$ cat src/rtl/c17_key_loader.sv
// Serial MSB-first key loader for the cyclic-obfuscated c17 netlist: holds a loop-free default
// until a full key is accepted, then locks it until reset. Optional parity via C17_KEY_PARITY_EN.
module c17_key_loader #(
   parameter int               KEY_W       = 2,
   parameter logic [KEY_W-1:0] KEY_DEFAULT = '0,
   parameter int               CNT_W       = 2
) (
   input  logic             clk,
   input  logic             rst_n,
   input  logic             load_start,
   input  logic             sin_valid,
   input  logic             sin_data,
   output logic             sin_ready,
   output logic [KEY_W-1:0] key_out,
   output logic             key_valid,
   output logic             busy,
   output logic             err
);

`ifdef C17_KEY_PARITY_EN
   localparam int SH_W = KEY_W + 1;
`else
   localparam int SH_W = KEY_W;
`endif
   localparam logic [CNT_W-1:0] CNT_LAST = CNT_W'(SH_W - 1);

   typedef enum logic [1:0] {IDLE, SHIFT, CHECK, LOCKED} state_t;

   state_t           state, state_nxt;
   logic [SH_W-1:0]  shreg;
   logic [CNT_W-1:0] cnt;
   logic             accept;
   logic             check_ok;

   assign sin_ready = (state == SHIFT);
   assign accept    = sin_valid & sin_ready;
   assign busy      = (state == SHIFT) || (state == CHECK);
   assign key_valid = (state == LOCKED);

`ifdef C17_KEY_PARITY_EN
   // Even parity: key bits plus trailing parity bit must hold an even number of ones.
   assign check_ok = ~^shreg;
`else
   assign check_ok = 1'b1;
`endif

   always_comb begin
      state_nxt = state;
      case (state)
         IDLE:    if (load_start) state_nxt = SHIFT;
         SHIFT:   if (accept && (cnt == CNT_LAST)) state_nxt = CHECK;
         CHECK:   state_nxt = check_ok ? LOCKED : IDLE;
         LOCKED:  state_nxt = LOCKED;
         default: state_nxt = IDLE;
      endcase
   end

   always_ff @(posedge clk or negedge rst_n) begin
      if (!rst_n) state <= IDLE;
      else        state <= state_nxt;
   end

   // key_out is only ever written from the complete shift register at CHECK, so no partial key leaks.
   always_ff @(posedge clk or negedge rst_n) begin
      if (!rst_n) begin
         shreg   <= '0;
         cnt     <= '0;
         key_out <= KEY_DEFAULT;
      end else begin
         if ((state == IDLE) && load_start) begin
            shreg <= '0;
            cnt   <= '0;
         end else if (accept) begin
            shreg <= {shreg[SH_W-2:0], sin_data};
            cnt   <= cnt + CNT_W'(1);
         end
         if ((state == CHECK) && check_ok)
            key_out <= shreg[SH_W-1 -: KEY_W];
      end
   end

`ifdef C17_KEY_PARITY_EN
   always_ff @(posedge clk or negedge rst_n) begin
      if (!rst_n)
         err <= 1'b0;
      else if ((state == IDLE) && load_start)
         err <= 1'b0;
      else if ((state == CHECK) && !check_ok)
         err <= 1'b1;
   end
`else
   assign err = 1'b0;
`endif

endmodule
$ cat config.mk
export PLATFORM = sky130hd
export DESIGN_NAME = c17_key_loader
export DESIGN_NICKNAME = d
export VERILOG_FILES = /design/src/rtl/c17_key_loader.sv
export SDC_FILE = /design/constraint.sdc
export NUM_CORES = 1
export LEC_CHECK = 0
export BUFFER_PORTS_ARGS = -buffer_cell sky130_fd_sc_hd__buf_2
export CAP_MARGIN = 10
export CORE_AREA = 4 4 41 43
export CTS_CLUSTER_SIZE = 30
export DETAILED_ROUTE_END_ITERATION = 8
export DIE_AREA = 0 0 45 47
export GPL_ROUTABILITY_DRIVEN = 0
export PLACE_DENSITY_LB_ADDON = 0.05
export REMOVE_ABC_BUFFERS = 1
export SYNTH_ARGS = -nofsm -noshare
export SYNTH_HDL_FRONTEND = slang
export SYNTH_SLANG_ARGS = --single-unit
$ cat constraint.sdc
create_clock -name clk -period 3.2 [get_ports clk]
set_input_delay 0.32 -clock clk [delete_from_list [all_inputs] [get_ports clk]]
set_output_delay 0.32 -clock clk [all_outputs]
set_load 0.01 [all_outputs]
; ---- Word level (Yosys, flattened, before mapping)
; Cells that the tools add are included.
[classes]
n_addsub = 1
eq_ne = 6
n_mux = 7
n_bitwise = 1
reduce_logical = 7
[op_table]
columns = cell, n
row1 = two-way mux 2 bit, 6
row2 = one-hot mux 2 bit (3 select lines), 1
row3 = == test 2 x 1 -> 1 bit (second input constant), 2
row4 = == test 2 bit (second input constant), 2
row5 = adder 2 x 1 -> 2 bit (second input constant), 1
row6 = logical AND 1 bit, 2
row7 = zero test 2 bit, 1
row8 = inequality test 2 x 1 -> 1 bit (second input constant), 1
row9 = inequality test 2 bit (second input constant), 1
row10 = AND reduction 2 bit, 1
row11 = nonzero test 2 bit, 1
row12 = OR reduction 2 bit, 1
row13 = AND 1 bit, 1
row14 = logical OR 1 bit, 1
[word_totals]
reg_bits = 8
in_bits = 5
out_inout_bits = 6
word_cells = 26

; ---- Logic depth before layout (Yosys ltp)
[logic_depth]
word_depth = 5
ltp_mapped = 5
depth_no_buf = 5

; ---- Worst setup path before layout
; No wires, ideal clock.
[synth_path]
path_type = flip-flop to flip-flop
start = register state[1]
end = register cnt[1]
setup_time_ns = 0.125
t_arrival_ns = 1.063
t_required_ns = 3.075
setup_slack_ns = 2.012
path_stages_with_launch = 6
n_path_buf = 0
period_less_slack_ns = 1.188
path_cell_list = dfrtp_1 > inv_1 > ha_1 > nand2_2 > mux2i_1 > a21boi_1
[synth_via]
elab_chain_cells = 3
elab_cells_between_ends = 6
cone_classes = 1 x eq/ne / 1 x mux / 1 x bitwise / 3 x reduce/logical
[synth_lines]
columns = item, line_no
row1 = start: declaration, 29  ; state_t state, state_nxt;
row2 = start signal: assignment, 60  ; else state <= state_nxt;
row3 = == test 2 x 1 -> 1 bit, 35  ; assign sin_ready = (state == SHIFT);
row4 = net sin_ready, 13  ; output logic sin_ready,
row5 = AND 1 bit, 36  ; assign accept = sin_valid & sin_ready;
row6 = nonzero test 2 bit (no line), --
row7 = end signal: assignment, 75  ; cnt <= cnt + CNT_W'(1);
row8 = end: declaration, 31  ; logic [CNT_W-1:0] cnt;
; The timed path passes the listed nets, and every way through them passes these cells.
; A chain may end at the register's enable or synchronous reset.

; ---- Worst setup path in the final report
[layout_path]
start = register state[0]
end = output port busy
[layout_via]
elab_chain_cells = 2
elab_cells_between_ends = 3
cone_classes = 2 x eq/ne / 1 x reduce/logical
[layout_lines]
columns = item, line_no
row1 = == test 2 x 1 -> 1 bit / == test 2 bit (equally long branches), 37  ; assign busy = (state == SHIFT) || (state == CHECK);
row2 = logical OR 1 bit (*), 37
row3 = end: declaration, 16  ; output logic busy,
; Mark *: on every way between the ends. The rest lies on a longest branch, timed or not.

==> implementation parameters <==
Parameter                              Value

Floorplanning
  Number of rows created at floorplan ... 13
  Die width ... 45 um
  Die ar. ... 2120 um^2
  Starting Density ... 31.9%
  Core Region ... roughly 1300 um^2
  Die outline height ... 47 um
  # IOs ... 11

Synthesis
  Syn Area/Cell ... 11.5 um^2
  Cell count after synthesis ... 36
  Sequential area share after synthesis ... roughly half
  Count of different cell masters after synthesis ... 16
  Netlist Area Pre-Place ... approximately 420 um^2
  Yosys warns ... 0
  Count of state elements after synthesis ... 8

Final layout
  Layout cells sized above 1 ... 27.1%
  Nets ... 60
  FILL cells ... 143
  Area growth from synthesis to final layout ... 21.4%
  Ant. Diodes ... 0
  Final Core Density ... 38.8%

Global route
  Global-route wire length before repair ... ~1300 um
  Total Routing Usage GR ... 9.32%
  Number of antenna violations at the first check in global routing ... 0
  Total overflow reported by the global router ... 0
  Number of global-route vias before repair ... around 310
  Largest net degree at the start of global routing ... 9

Route
  Initial detailed-routing violation count ... 2
  Detailed-route DRC error count ... 0
  Detailed-route via count ... between 200 and 300
  Iteration count of the initial detailed-routing pass ... 2
  DR WL/cell ... 12.1 um
  Via density ... around 4.7
  Wire length after detailed routing ... 763 um
  DRT antenna net count ... 0

STA
  Setup-failing EPs final ... 0
  Unrepaired setup endpoints after global routing ... no
  Fmax ... 685 MHz
  Clock tree skew after final layout ... 3.09 ps
  Final hold vios ... 0
  Min cycle time layout ... 1460 ps
  Final-report max-slew violation count ... 0
  Sum of negative setup slack ... 0 ps
  Final period utilization ... 45.6%

Pwr
  Worst supply voltage drop on vdd ... between 0.1 and 0.15 mV
  Part of the power in combinational logic ... a little over 4%
  Clk pwr share ... 41.5%
  P_leak ... 0.000301 uW
  Internal ... roughly 150 uW
  Power per cell area ... 369 nW/um^2
  Sequential Power Share ... 54.4%
  Net load switching power ... 38.9 uW
  Switching fraction of total power ... 20.9%

Clocking
  CTS tree ... built
  TritonCTS Sinks ... 8
  Post-CTS Hold Buffers ... 1
  Deepest level of the CTS H-tree ... 1
  Clock latency on the worst-skew pair ... 250 ps
  Count of instances resized after the clock tree is built ... 0
  Number of buffers inserted during clock tree synthesis ... 3
  CTS Buffer Depth ... 2
  Count of buffers added by post-CTS timing repair for setup ... 0
  Clock-pin slew on the worst setup and hold paths ... around 60 ps
  CTS root buffer ... clkbuf_4

Hold path
  Worst hold path class ... in2reg
  Count of cells along the worst hold path ... 2

Critical path
  Critical path fanouts, max ... 4
  Kind of end point of the critical path ... output port
  Critical path class ... reg2out
  Worst r2r path cells ... 5
  Arrival time at the worst endpoint ... 1140 ps
  Critical Path Start Type ... flop
  Required time at the endpoint of the critical path ... 2880 ps

Placement
  HPWL reported at the end of detailed placement ... 607 um
  # port buffers ... 9

Run status
  Status ... complete, no violations

Flow run
  Count of max-cap constraint violations ... 0
-- synth_stat cells, drive strengths merged --
cell    n  area, um^2
nand2   2        10.0
mux2    2        22.5
o21ai   2        10.0
a21boi  2        15.0
a21oi   3        15.0
buf     1        7.51
o22ai   1        6.26
nor2b   2        12.5
dfrtp   8         200
xor2    1        8.76
ha      5        62.6
inv     3        11.3
conb    1        3.75
mux2i   3        30.0
-- metal layers --
layer  GRT usage, %  wire [um]  part of all wire (%)  up-vias
met5              0          0                     0        -
met3           2.68         56                   7.3        4
li1               -          -                     -      145
met1           10.7        330                    43      139
met2           13.8        362                    47       10
met4           8.77         14                   1.8        0
-- flip-flops by register name, indices dropped and copies added, names as in the netlist --
name / cells
cnt: 2
key_out: 2
state: 2
shreg: 2
-- power by group through the flow --
| stage | Sequential [uW] | Clock (uW) | Combinational [uW] |
|---|---|---|---|
| finish | 101 | 77.2 | 7.59 |
| floorplan | 103 | 0 | 1.12 |
| global placement | 103 | 0 | 6.55 |
| detailed placement | 103 | 0 | 6.89 |
| CTS | 101 | 80.6 | 7.80 |
| global route | 101 | 85.7 | 8.71 |
-- layout make-up --
type | count | area (um^2) | area share, %
sequential | 8 | 200 | 39.7
multi-input combinational | 24 | 196 | 39.0
timing repair buffer | 10 | 55.1 | 10.9
clock buffer | 3 | 22.5 | 4.47
tap | 15 | 18.8 | 3.72
inverter | 3 | 11.3 | 2.23
-- critical path, cell delays in order, from the launching register on --
cell	delay [ps]
dfrtp_1	390
inv_1	80
ha_1	280
buf_2	140
-- cell families after synthesis --
logic type | Yosys count | share of synthesized area [%]
other | 1 | 0.903
and+or+nand+nor | 4 | 5.42
xor gates and xnor gates | 1 | 2.11
adders and majority gates | 5 | 15.1
buffers and inverters | 4 | 4.52
muxes | 5 | 12.7
AOI/OAI and AO/OA | 8 | 11.1
DFF | 8 | 48.2
-- final timing paths --
kind	from	to	slack (ps)
setup / recovery	state[0]$_DFFE_PN0P_	busy	1740
hold / removal	load_start	cnt[1]$_DFFE_PN0P_	320
setup reg to reg	state[1]$_DFFE_PN0P_	cnt[1]$_DFFE_PN0P_	1950
hold reg to reg	key_out[0]$_DFFE_PN0N_	key_out[0]$_DFFE_PN0N_	480
max in group asynchronous	rst_n	cnt[0]$_DFFE_PN0P_	2590
min in group asynchronous	rst_n	key_out[1]$_DFFE_PN0N_	440
-- cell usage in the layout (no fill, tap or decap) --
master         instances
buf_2                  9
dfrtp_1                8
ha_1                   5
inv_1                  3
mux2i_1                3
a21oi_1                3
clkbuf_4               3
a21boi_1               2
mux2_1                 2
nor2b_1                2
nand2_2                1
xor2_1                 1
nand2_1                1
o21ai_1                1
o21ai_0                1
o22ai_1                1
conb_1                 1
dlygate4sd3_1          1
-- per-stage QoR --
stage	hold slack [ps]	setup slack, ps	power [uW]	area (um^2)	instances
after CTS	312	1730	190	504	63
after floorplan	24.4	2010	104	408	35
after detailed placement	175	1960	110	472	59
after global placement	169	2000	110	472	59
final	319	1740	186	504	63
after global routing	334	1680	195	504	63
Note: power is estimated with default switching activity, not from simulation.
